<file path="config.mk">
export PLATFORM = sky130hd
export DESIGN_NAME = dma_req_scheduler
export DESIGN_NICKNAME = d
export VERILOG_FILES = /design/src/rtl/dma_sched_pkg.sv /design/src/rtl/dma_req_scheduler_rr_arbiter.sv /design/src/rtl/dma_req_scheduler.sv
export SDC_FILE = /design/constraint.sdc
export NUM_CORES = 1
export LEC_CHECK = 0
export CORE_MARGIN = 2
export CORE_UTILIZATION = 40
export DETAILED_ROUTE_END_ITERATION = 8
export GPL_ROUTABILITY_DRIVEN = 0
export HOLD_SLACK_MARGIN = 0.05
export PLACE_DENSITY = 0.78
export SYNTH_ARGS = -nofsm -noshare
export SYNTH_HDL_FRONTEND = slang
export SYNTH_SLANG_ARGS = --single-unit
</file>
<file path="constraint.sdc">
create_clock -name aclk -period 3.84 [get_ports aclk]
set_clock_uncertainty 0.15 [all_clocks]
set_input_delay 0.768 -clock aclk [delete_from_list [all_inputs] [get_ports aclk]]
set_output_delay 0.768 -clock aclk [all_outputs]
set_load 0.02 [all_outputs]
</file>
<file path="src/rtl/dma_sched_pkg.sv">
// Shared definitions for the DMA request scheduler.
//   state_t   : scheduler FSM states
//   DEF_*     : default parameter values
//   clog2()   : width helper for the owner/pointer index
package dma_sched_pkg;

    localparam int unsigned DEF_NUM_REQ     = 4;
    localparam int unsigned DEF_ADDR_W      = 32;
    localparam int unsigned DEF_LEN_W       = 23;
    localparam int unsigned DEF_TO_W        = 16;
    localparam int unsigned DEF_TIMEOUT_CYC = 32'h0000_FFFF;

    typedef enum logic [2:0] {
        IDLE,
        ZERO,
        ISSUE,
        WAIT,
        DONE
    } state_t;

    function automatic int unsigned clog2(input int unsigned n);
        int unsigned w;
        w = 0;
        while ((32'd1 << w) < n) w++;
        return w;
    endfunction

endpackage

</file>
<file path="src/rtl/dma_req_scheduler_rr_arbiter.sv">
// Combinational round-robin picker.
//   req     : request vector, one bit per requester
//   ptr     : index of the last grant; search starts at ptr+1 and wraps
//   grant   : index of the first set request found
//   any_req : at least one request is set
module rr_arbiter
    import dma_sched_pkg::*;
#(
    parameter int unsigned NUM_REQ = DEF_NUM_REQ,
    parameter int unsigned IDX_W   = clog2(NUM_REQ)
) (
    input  logic [NUM_REQ-1:0] req,
    input  logic [IDX_W-1:0]   ptr,
    output logic [IDX_W-1:0]   grant,
    output logic               any_req
);

    logic [IDX_W-1:0] cand;

    always_comb begin
        grant   = '0;
        cand    = '0;
        any_req = |req;
        // Scan from the farthest candidate back to ptr+1 so the nearest set bit is written last.
        for (int unsigned i = NUM_REQ; i >= 1; i--) begin
            cand = IDX_W'((32'(ptr) + i) % NUM_REQ);
            if (req[cand]) grant = cand;
        end
    end

endmodule

</file>
<file path="src/rtl/dma_req_scheduler.sv">
// Shares one DMA command channel between NUM_REQ requesters, one transfer at a time.
//   aclk, aresetn           : clock, asynchronous active-low reset
//   req_valid/addr/len      : per-requester request (packed slices), held until req_ack
//   req_ack/done/err        : one-cycle pulses back to the owning requester
//   cmd_valid/ready/addr/len: command handshake towards the DMA
//   dma_done, dma_err       : completion/error pulses from the DMA
//   dma_abort               : one-cycle pulse when the transfer times out
//   busy, owner, err_count  : status (err_count saturates at 8'hFF)
module dma_req_scheduler
    import dma_sched_pkg::*;
#(
    parameter int unsigned NUM_REQ     = DEF_NUM_REQ,
    parameter int unsigned ADDR_W      = DEF_ADDR_W,
    parameter int unsigned LEN_W       = DEF_LEN_W,
    parameter int unsigned TO_W        = DEF_TO_W,
    parameter int unsigned TIMEOUT_CYC = DEF_TIMEOUT_CYC
) (
    input  logic                         aclk,
    input  logic                         aresetn,
    input  logic [NUM_REQ-1:0]           req_valid,
    input  logic [NUM_REQ*ADDR_W-1:0]    req_addr,
    input  logic [NUM_REQ*LEN_W-1:0]     req_len,
    output logic [NUM_REQ-1:0]           req_ack,
    output logic [NUM_REQ-1:0]           req_done,
    output logic [NUM_REQ-1:0]           req_err,
    output logic                         cmd_valid,
    input  logic                         cmd_ready,
    output logic [ADDR_W-1:0]            cmd_addr,
    output logic [LEN_W-1:0]             cmd_len,
    input  logic                         dma_done,
    input  logic                         dma_err,
    output logic                         dma_abort,
    output logic                         busy,
    output logic [clog2(NUM_REQ)-1:0]    owner,
    output logic [7:0]                   err_count
);

    localparam int unsigned    OW      = clog2(NUM_REQ);
    localparam logic [TO_W-1:0] TO_LAST = TO_W'(TIMEOUT_CYC - 1);

    state_t            state, state_nxt;
    logic [OW-1:0]     ptr;
    logic [OW-1:0]     grant;
    logic              any_req;
    logic [ADDR_W-1:0] sel_addr;
    logic [LEN_W-1:0]  sel_len;
    logic [TO_W-1:0]   to_cnt;
    logic              grant_en, fin_ok, fin_err, fin_abort;

    rr_arbiter #(
        .NUM_REQ (NUM_REQ),
        .IDX_W   (OW)
    ) u_arb (
        .req     (req_valid),
        .ptr     (ptr),
        .grant   (grant),
        .any_req (any_req)
    );

    assign sel_addr = req_addr[32'(grant)*ADDR_W +: ADDR_W];
    assign sel_len  = req_len[32'(grant)*LEN_W +: LEN_W];

    always_ff @(posedge aclk or negedge aresetn) begin
        if (!aresetn) state <= IDLE;
        else          state <= state_nxt;
    end

    always_comb begin
        state_nxt = state;
        grant_en  = 1'b0;
        fin_ok    = 1'b0;
        fin_err   = 1'b0;
        fin_abort = 1'b0;
        case (state)
            IDLE: begin
                if (any_req) begin
                    grant_en  = 1'b1;
                    state_nxt = (sel_len == '0) ? ZERO : ISSUE;
                end
            end
            ZERO: begin
                fin_err   = 1'b1;
                state_nxt = IDLE;
            end
            ISSUE: begin
                // cmd_valid is always high in ISSUE, so cmd_ready alone completes the handshake.
                if (cmd_ready) state_nxt = WAIT;
            end
            WAIT: begin
                // DMA events take priority over a timeout landing in the same cycle.
                if (dma_err) begin
                    fin_err   = 1'b1;
                    state_nxt = DONE;
                end else if (dma_done) begin
                    fin_ok    = 1'b1;
                    state_nxt = DONE;
                end else if (to_cnt == TO_LAST) begin
                    fin_abort = 1'b1;
                    state_nxt = DONE;
                end
            end
            DONE:    state_nxt = IDLE;
            default: state_nxt = IDLE;
        endcase
    end

    always_ff @(posedge aclk or negedge aresetn) begin
        if (!aresetn) begin
            ptr       <= OW'(NUM_REQ - 1);
            owner     <= '0;
            cmd_addr  <= '0;
            cmd_len   <= '0;
            cmd_valid <= 1'b0;
            req_ack   <= '0;
            req_done  <= '0;
            req_err   <= '0;
            dma_abort <= 1'b0;
            busy      <= 1'b0;
            err_count <= '0;
            to_cnt    <= '0;
        end else begin
            req_ack   <= '0;
            req_done  <= '0;
            req_err   <= '0;
            dma_abort <= fin_abort;
            busy      <= (state_nxt != IDLE);
            cmd_valid <= (state_nxt == ISSUE);
            to_cnt    <= (state == WAIT) ? to_cnt + 1'b1 : '0;
            if (grant_en) begin
                ptr            <= grant;
                owner          <= grant;
                cmd_addr       <= sel_addr;
                cmd_len        <= sel_len;
                req_ack[grant] <= 1'b1;
            end
            if (fin_ok) req_done[owner] <= 1'b1;
            if (fin_err || fin_abort) begin
                req_err[owner] <= 1'b1;
                if (err_count != 8'hFF) err_count <= err_count + 8'd1;
            end
        end
    end

endmodule

</file>
# == Word level (Yosys, flattened, before mapping) ==
# Index checks and enable logic that the tools add are counted.
# totals
reg_bits,101
latchBits,0
ram_bits,0
rom_bits,0
input_bits,229
out_inout_bits,80
word_cells,82
memories,0
# classes
addsub,6
n_mul,1
div_mod_pow,0
magnitude_cmp,8
n_eq_ne,6
n_shift,2
mux,38
bitwise,0
reduce_logical,8
# op_table
operator,n
variable part select 128 x 8 -> 32 bit,1
variable part select 92 x 8 -> 23 bit,1
zero test 23 bit,1
< comparator 2 x 3 -> 1 bit (second input constant),6
adder 16 x 1 -> 16 bit (second input constant),1
equality test 16 bit (second input constant),1
two-way mux 1 bit,16
two-way mux 16 bit,1
two-way mux 3 bit,5
two-way mux 4 bit,3
two-way mux 2 bit,5
equality test 3 x 2 -> 1 bit (second input constant),3
one-hot mux 3 bit (3 select lines),1
adder 8 x 1 -> 8 bit (second input constant),1
binary-select mux 1 bit (select 2 bit),4
inequality test 8 bit (second input constant),1
multiplier 2 x 5 -> 7 bit (second input constant),1
adder 2 x 1 -> 2 bit (second input constant),2
adder 2 bit (second input constant),2
demux 1 bit (select 2 bit),2
greater-or-equal comparator 2 x 1 -> 1 bit (second input constant),2
OR reduction 4 bit,1
equality test 3 x 1 -> 1 bit (second input constant),1
zero test 3 bit,1
5 further kinds,6

# == Longest topological paths before layout ==
# Gate-level depths: netlist of run 1.
# depth
depth_word,14
mapped_depth,10
ltp_nobuf,9

# == Cells and area by module ==
# A second synthesis of run 1 with hierarchy kept.
# unflattened
hier_cells,503
hier_area_um2,5431.5
# modules_own_cells
module,n_inst,cells_each,area_per_inst_um2,seq_area_each_um2
dma_req_scheduler,1,489,5340.1,2529.9
rr_arbiter,1,14,91.3,0.0

# == Worst setup path before layout of run 1 ==
# No wires, ideal clock.
# synth_timing
path_kind,input to register
startpoint,input port req_valid[3]
endpoint,register busy
setup_ns,0.133
arrival_time_ns,2.801
t_required_ns,3.557
setup_slack_ns,0.756
stages,8
path_buffers,1
path_cell_list,nor2b_2 o21a_2 nor3_4 buf_6 mux4_2 nor4b_4 and4b_4 o211ai_1
# synth_via
elab_chain_cells,13
word_cells_on_any_way,20
classes_between,mul: 1; shift: 1; mux: 15; reduce/logical: 3
# synth_lines
element,line_no,source
"start, declared",dma_req_scheduler.sv:20,"input logic [NUM_REQ-1:0] req_valid,"
binary-select mux 1 bit (select 2 bit),dma_req_scheduler_rr_arbiter.sv:27,if (req[cand]) grant = cand;
two-way mux 1 bit (not written as such),dma_req_scheduler_rr_arbiter.sv:27,
two-way mux 2 bit (4 in series),dma_req_scheduler_rr_arbiter.sv:27,
multiplier 2 x 5 -> 7 bit,dma_req_scheduler.sv:61,assign sel_len = req_len[32'(grant)*LEN_W +: LEN_W];
variable part select 92 x 8 -> 23 bit,dma_req_scheduler.sv:61,
zero test 23 bit,dma_req_scheduler.sv:78,state_nxt = (sel_len == '0) ? ZERO : ISSUE;
two-way mux 2 bit,dma_req_scheduler.sv:78,
two-way mux 3 bit *,dma_req_scheduler.sv:76,if (any_req) begin
one-hot mux 3 bit (3 select lines) *,dma_req_scheduler.sv:74,case (state)
nonzero test 3 bit *,dma_req_scheduler.sv:126,busy <= (state_nxt != IDLE);
"end signal, assigned",dma_req_scheduler.sv:126,
"end, declared",dma_req_scheduler.sv:33,"output logic busy,"
# Every way passes the cells marked *; elsewhere a longest branch is shown, timed or not. The select of a mux whose other input is x is not followed.
# A chain may end at the register's enable or synchronous reset.

# == Final worst setup path of run 1 ==
# layout_timing
startpoint,input port req_valid[0]
endpoint,register busy
# Same word-level chain as after synthesis.

==> results of run 1 <==
-- worst paths after layout --
check | to | slack [ns] | cells past startpoint | startpoint
setup / recovery | busy$_DFF_PN0_ | 0.46 | 9 | req_valid[0]
hold reg to reg | cmd_len[22]$_DFFE_PN0P_ | 0.33 | 2 | cmd_len[22]$_DFFE_PN0P_
hold / removal | cmd_len[21]$_DFFE_PN0P_ | 0.27 | 1 | aresetn
setup reg to reg | busy$_DFF_PN0_ | 0.82 | 8 | ptr[0]$_DFFE_PN1P_
max in group asynchronous | to_cnt[10]$_DFF_PN0_ | 2.53 | 2 | aresetn
min in group aclk | cmd_len[22]$_DFFE_PN0P_ | 0.33 | 2 | cmd_len[22]$_DFFE_PN0P_
-- sequential cells by signal (all words and copies together), names as in the netlist --
signal and flops:
req_ack 4, cmd_valid 1, state 3, busy 1, owner 2, cmd_len 23, to_cnt 16, err_count 8
dma_abort 1, req_err 4, cmd_addr 32, req_done 4, ptr 2
-- critical path, cell delays in order --
cell	delay, ns
clkdlybuf4s50_1	0.54
nor2b_1	0.08
o21a_2	0.23
nor3_4	0.22
buf_12	0.19
mux4_1	0.60
nor4_2	0.42
and4b_4	0.31
o211ai_1	0.09
-- cells in the mapped netlist (4+ instances only) --
cell type / n
nor4_1: 6
o21ai_0: 5
mux4_1: 4
nand2b_1: 8
nand2_1: 231
clkbuf_1: 30
nand3_1: 14
and3_1: 47
mux4_2: 7
a311oi_1: 44
a21o_1: 45
nor3_1: 11
buf_2: 12
or4_1: 4
xor2_1: 13
dfrtp_1: 99
xnor2_1: 6
a21oi_1: 5
nor2_1: 39
-- routing by layer --
layer / track usage / vias up
met2: 0.457 / 242
li1: - / 2986
met3: 0.0828 / 63
met4: 0.118 / 0
met5: 0 / -
met1: 0.303 / 3033
-- power breakdown --
| part | total, mW | switching, mW | leakage, nW | internal, mW |
|---|---|---|---|---|
| combinational | 3.49 | 1.88 | 2.79 | 1.61 |
| sequential | 1.73 | 0.271 | 1.29 | 1.46 |
| clock | 0.952 | 0.438 | 0.145 | 0.513 |
| total | 6.17 | 2.59 | 4.22 | 3.58 |
-- logic make-up (layout without fill, tap and decap cells) --
kind of cell / count (synthesis) / count (layout)
adders and majority gates: 3 / 3
buffers and inverters: 50 / 340
AOI/OAI and AO/OA: 113 / 113
DFF: 101 / 101
muxes: 15 / 15
and+or+nand+nor: 384 / 384
xor gates and xnor gates: 19 / 19
-- layout make-up --
| class | instances | area (um2) | area share |
|---|---|---|---|
| clock buffer | 10 | 229 | 0.0241 |
| clock inverter | 6 | 71.3 | 0.00750 |
| inverter | 3 | 11.3 | 0.00118 |
| multi-input combinational | 534 | 3210 | 0.337 |
| sequential | 101 | 2530 | 0.266 |
| tap | 184 | 230 | 0.0242 |
| timing repair buffer | 321 | 3230 | 0.340 |
-- metrics by stage --
| stage | area, um2 | std cells | setup WS [ns] |
|---|---|---|---|
| 6_report | 9510 | 1159 | 0.461 |
| 5_1_grt | 9510 | 1159 | 0.311 |
| 4_1_cts | 9510 | 1159 | 0.475 |
| 3_5_place_dp | 9210 | 1143 | 0.155 |
| 3_3_place_gp | 9210 | 1143 | 0.194 |
| 2_1_floorplan | 5940 | 685 | 0.756 |
==> metrics.cfg, run 1 <==
[run_status]
outcome = finished, final reports clean

[power]
powerDensity_nw_per_um2 = 649
total_power_mw = 6.17
leakage_nw = 4.22
peakVddDrop_mv = 0.399

[logic_synthesis]
netlist.area_leader.share = 0.417
synth_cells = 685
synth-simple-area-share = 0.297
ys_warn_count = 0
synth_compound_area_frac = 0.154
synth.avg_cell_area_um2 = 8.67
synthMuxAreaShare = 0.0512
synth_ff_type = dfrtp_1
synthArstFlopShare = 1.00
synth-seq-cells = 101
synth_sequential_area_ratio = 0.426
synth_top_family_by_area = simple AND/OR/NAND/NOR gates
synthAdderAreaFrac = 0.00632
synth-edff-count = 0
yosys.area.top_type = dfrtp_1
synth.area.top_cells = dfrtp_1 (42%), nand2_1 (15%), a311oi_1 (6.5%), a21o_1 (5.7%), and3_1 (5.0%)
ys_types = 55
syn-cell-area_um2 = 5940
syn-num-nets = 917
synth_xor_area_frac = 0.0280

[setup_path]
critPathKind = input port to flip-flop
critPathLaunchType = input port
crit_required_ns = 3.92
end_kind = flip-flop
worst-path-max-fanout = 17
arrival_ns = 3.46

[global_route]
antenna_found_initial = 0
grt_pass1_vias = 6325
grt_pass1_wl_um = 32900
grt_max_degree = 89
grt_overflow = 0
grt_use_total = 0.265

[layout]
final_nets = 1202
syn2layout_area_growth_pct = 60.1
fillCellCount = 1250
layout_common_cells = clkdlybuf4s50_1 (307), nand2_1 (230), dfrtp_1 (99)
drive_above_1_share = 0.0544
n_antenna_cell = 0
layout_commonest_cell = clkdlybuf4s50_1
final_util = 0.654

[detailed_routing]
vias = 6324
wl_met3_um = 1670
routedWlPerCell_um = 18.2
drc = 0
via_per_inst = 5.46
drt-pass1-iter-count = 5
ant_nets = 0
drtIter0Drc = 333
drt_wl_total_um = 21100
met2_length_um = 10400
drt-met1-wl_um = 8120
highest_layer = met4

[clock_network]
post_cts_buffers = 0
clk_pin_slew_ns = 0.07
cts_buffer_depth = 2
numCtsBuffers = 9
clock_sinks = 101
cts_max_level = 3
ctsHoldBuffers = 0
cts_resized = 0
cts_root_buf = clkbuf_16
cts_tree = built
clk-insertion-delay-late_ns = 0.36

[sta]
slew_viol_final = 0
hold_ws_ns = 0.272
slew_headroom = 0.392
rsz0062_at_grt = no
timing.fmax_mhz = 296
period_share = 0.880
tns_ns = 0
final-hold-violation-count = 0
finalSetupViolCount = 0
worstMarginPinSlew_ns = 0.911
min_period_ns = 3.38

[floorplanning]
io_pins = 309
die_area_um2 = 15800
dieHeight_um = 126
coreArea_um2 = 14500
start_util = 0.409
die_w_um = 126
rows = 44

[hold_path]
hp-class = input port to asynchronous set/reset pin

[place]
dp_hpwl_um = 15900
io_buffers = 308

[job]
cap_violations = 0

No activity file was read; power rests on OpenSTA's default activity.
==> run 2: changes to the inputs <==
--- a/config.mk
+++ b/config.mk
@@ -5,8 +5,9 @@
 export SDC_FILE = /design/constraint.sdc
 export NUM_CORES = 1
 export LEC_CHECK = 0
-export CORE_MARGIN = 2
+export CORE_MARGIN = 4
 export CORE_UTILIZATION = 40
+export CTS_CLUSTER_SIZE = 10
 export DETAILED_ROUTE_END_ITERATION = 8
 export GPL_ROUTABILITY_DRIVEN = 0
 export HOLD_SLACK_MARGIN = 0.05
==> run 2 against run 1 <==
  * Routed wire length up 0.25%
  * Final area is 0.26% higher
  * Worst setup slack lost 0.020 ns
  * Critical path depth unchanged
  * Utilization increased by 0.17 points
  * Final cell count about the same
  * Flip-flop and latch count unchanged
  * Highest routed layer unchanged
==> metrics.cfg, run 2 (synthesis results as in run 1) <==
[power]
peakVddDrop_mv = 0.311  ; -22%
p_clk_frac = 0.158  ; +0.004
leakage_nw = 4.24  ; +0.40%
p_comb_frac = 0.565  ; about the same
powerDensity_nw_per_um2 = 651  ; +0.34%
power_frac_seq = 0.277  ; -0.003
p_int_mw = 3.61  ; +1.0%
p_switching_mw = 2.59  ; about the same
sw_frac_of_total = 0.418  ; -0.00235

[hold_path]
hp-class = input port to asynchronous set/reset pin

[detailed_routing]
drt-pass1-iter-count = 5  ; unchanged
drtIter0Drc = 346  ; +3.9%
drc = 0  ; unchanged
ant_nets = 0  ; unchanged
routedWlPerCell_um = 18.3  ; +0.16%
drt_wl_total_um = 21200  ; +0.25%
via_per_inst = 5.40  ; -1.0%
vias = 6263  ; -0.96%

[layout]
final_cells = 1160  ; +0.086%
layout_common_cells = clkdlybuf4s50_1 (307), nand2_1 (230), dfrtp_1 (99)
largest_register_ffs = 32  ; unchanged
syn2layout_area_growth_pct = 60.5
drive_above_1_share = 0.0564  ; +0.00199
n_antenna_cell = 0  ; unchanged
layout_commonest_cell = clkdlybuf4s50_1
final_nets = 1203  ; +0.083%
largest-register = cmd_addr
largestRegisters = cmd_addr (32), cmd_len (23), to_cnt (16)

[sta]
slew_viol_final = 0  ; unchanged
timing.fmax_mhz = 294  ; -0.57%
final-hold-violation-count = 0  ; unchanged
rsz0062_at_grt = no
slew_headroom = 0.253  ; -0.140
tns_ns = 0  ; unchanged
period_share = 0.885  ; +0.00508
worstMarginPinSlew_ns = 1.12  ; +0.210 ns
min_period_ns = 3.40  ; +0.0195 ns
finalSetupViolCount = 0  ; unchanged

[global_route]
grt_overflow = 0  ; unchanged
grt_pass1_vias = 6122  ; -3.2%
grt_pass1_wl_um = 32100  ; -2.6%
antenna_found_initial = 0  ; unchanged
grt_use_total = 0.246  ; -0.0190
grt_max_degree = 90  ; +1.1%

[job]
cap_violations = 0  ; unchanged

[floorplanning]
die_area_um2 = 16900  ; +6.5%
start_util = 0.409  ; unchanged
die_w_um = 130  ; +3.2%
coreArea_um2 = 14500  ; unchanged
rows = 44  ; unchanged
io_pins = 309  ; unchanged
dieHeight_um = 130  ; +3.2%

[clock_network]
cts_root_buf = clkbuf_16
cts_buffer_depth = 2  ; unchanged
post_cts_buffers = 0  ; unchanged
numCtsBuffers = 9  ; unchanged
clk_pin_slew_ns = 0.08  ; about the same
cts_tree = built
ctsHoldBuffers = 0  ; unchanged
cts_resized = 0  ; unchanged
cts_max_level = 3  ; unchanged
clk-insertion-delay-late_ns = 0.36  ; about the same
clock_sinks = 101  ; unchanged

[setup_path]
end_kind = flip-flop
arrival_ns = 3.49  ; +0.03 ns
worst-path-max-fanout = 15  ; -2
critPathKind = input port to flip-flop
crit_required_ns = 3.93  ; about the same
critPathLaunchType = input port

[run_status]
outcome = finished, final reports clean

[place]
io_buffers = 308  ; unchanged
dp_hpwl_um = 16400  ; +2.8%
post-place-cells = 1144  ; +0.087%

[run 2: power groups by stage]
stage          sequential, mW  clock (mW)  combinational, mW
3_5_place_dp             1.74           0               3.52
6_report                 1.72       0.978               3.51
4_1_cts                  1.72        1.00               3.54
2_1_floorplan            2.11           0               1.66
5_1_grt                  1.77        1.06               3.79
3_3_place_gp             1.72           0               3.49
[run 2: worst paths after layout]
kind / start / depth (start not counted) / slack [ns] / end
setup / recovery: req_valid[1] / 9 / 0.44 / busy$_DFF_PN0_
hold / removal: aresetn / 1 / 0.27 / cmd_len[21]$_DFFE_PN0P_
setup reg to reg: ptr[0]$_DFFE_PN1P_ / 8 / 0.85 / busy$_DFF_PN0_
hold reg to reg: cmd_len[16]$_DFFE_PN0P_ / 2 / 0.33 / cmd_len[16]$_DFFE_PN0P_
max in group asynchronous: aresetn / 2 / 2.46 / ptr[1]$_DFFE_PN1P_
min in group aclk: cmd_len[16]$_DFFE_PN0P_ / 2 / 0.33 / cmd_len[16]$_DFFE_PN0P_
[run 2: metal layers]
metal / vias up / share of wire / wire length [um] / track usage
met1: 3005 / 0.37 / 7830 / 0.272
li1: 2979 / - / - / -
met2: 238 / 0.51 / 10700 / 0.429
met3: 41 / 0.094 / 1990 / 0.104
met4: 0 / 0.031 / 662 / 0.0807
met5: - / 0 / 0 / 0
[run 2: through the flow]
| stage | utilization | instance area [um2] | hold WS (ns) | power (mW) | setup WS [ns] |
|---|---|---|---|---|---|
| 6_report | 0.656 | 9530 | 0.275 | 6.20 | 0.442 |
| 2_1_floorplan | - | 5940 | 0.305 | 3.77 | 0.756 |
| 3_5_place_dp | 0.634 | 9220 | 0.312 | 5.26 | 0.0561 |
| 3_3_place_gp | 0.634 | 9220 | 0.309 | 5.21 | 0.132 |
| 5_1_grt | 0.656 | 9530 | 0.326 | 6.62 | 0.323 |
| 4_1_cts | 0.656 | 9530 | 0.296 | 6.26 | 0.454 |
[run 2: critical path, stage by stage]
cell and delay [ns]:
clkdlybuf4s50_1 0.48, nor2b_1 0.18, o21a_2 0.23, nor3_4 0.25, buf_12 0.19, mux4_1 0.61
nor4_2 0.38, and4b_4 0.31, o211ai_1 0.10
[run 2: area by class of cell]
class                      instances  area, um2
sequential                       101       2530
clock inverter                     6       78.8
tap                              184        230
fill                            1250       5000
timing repair buffer             322       3240
inverter                           3       11.3
clock buffer                      10        239
multi-input combinational        534       3210
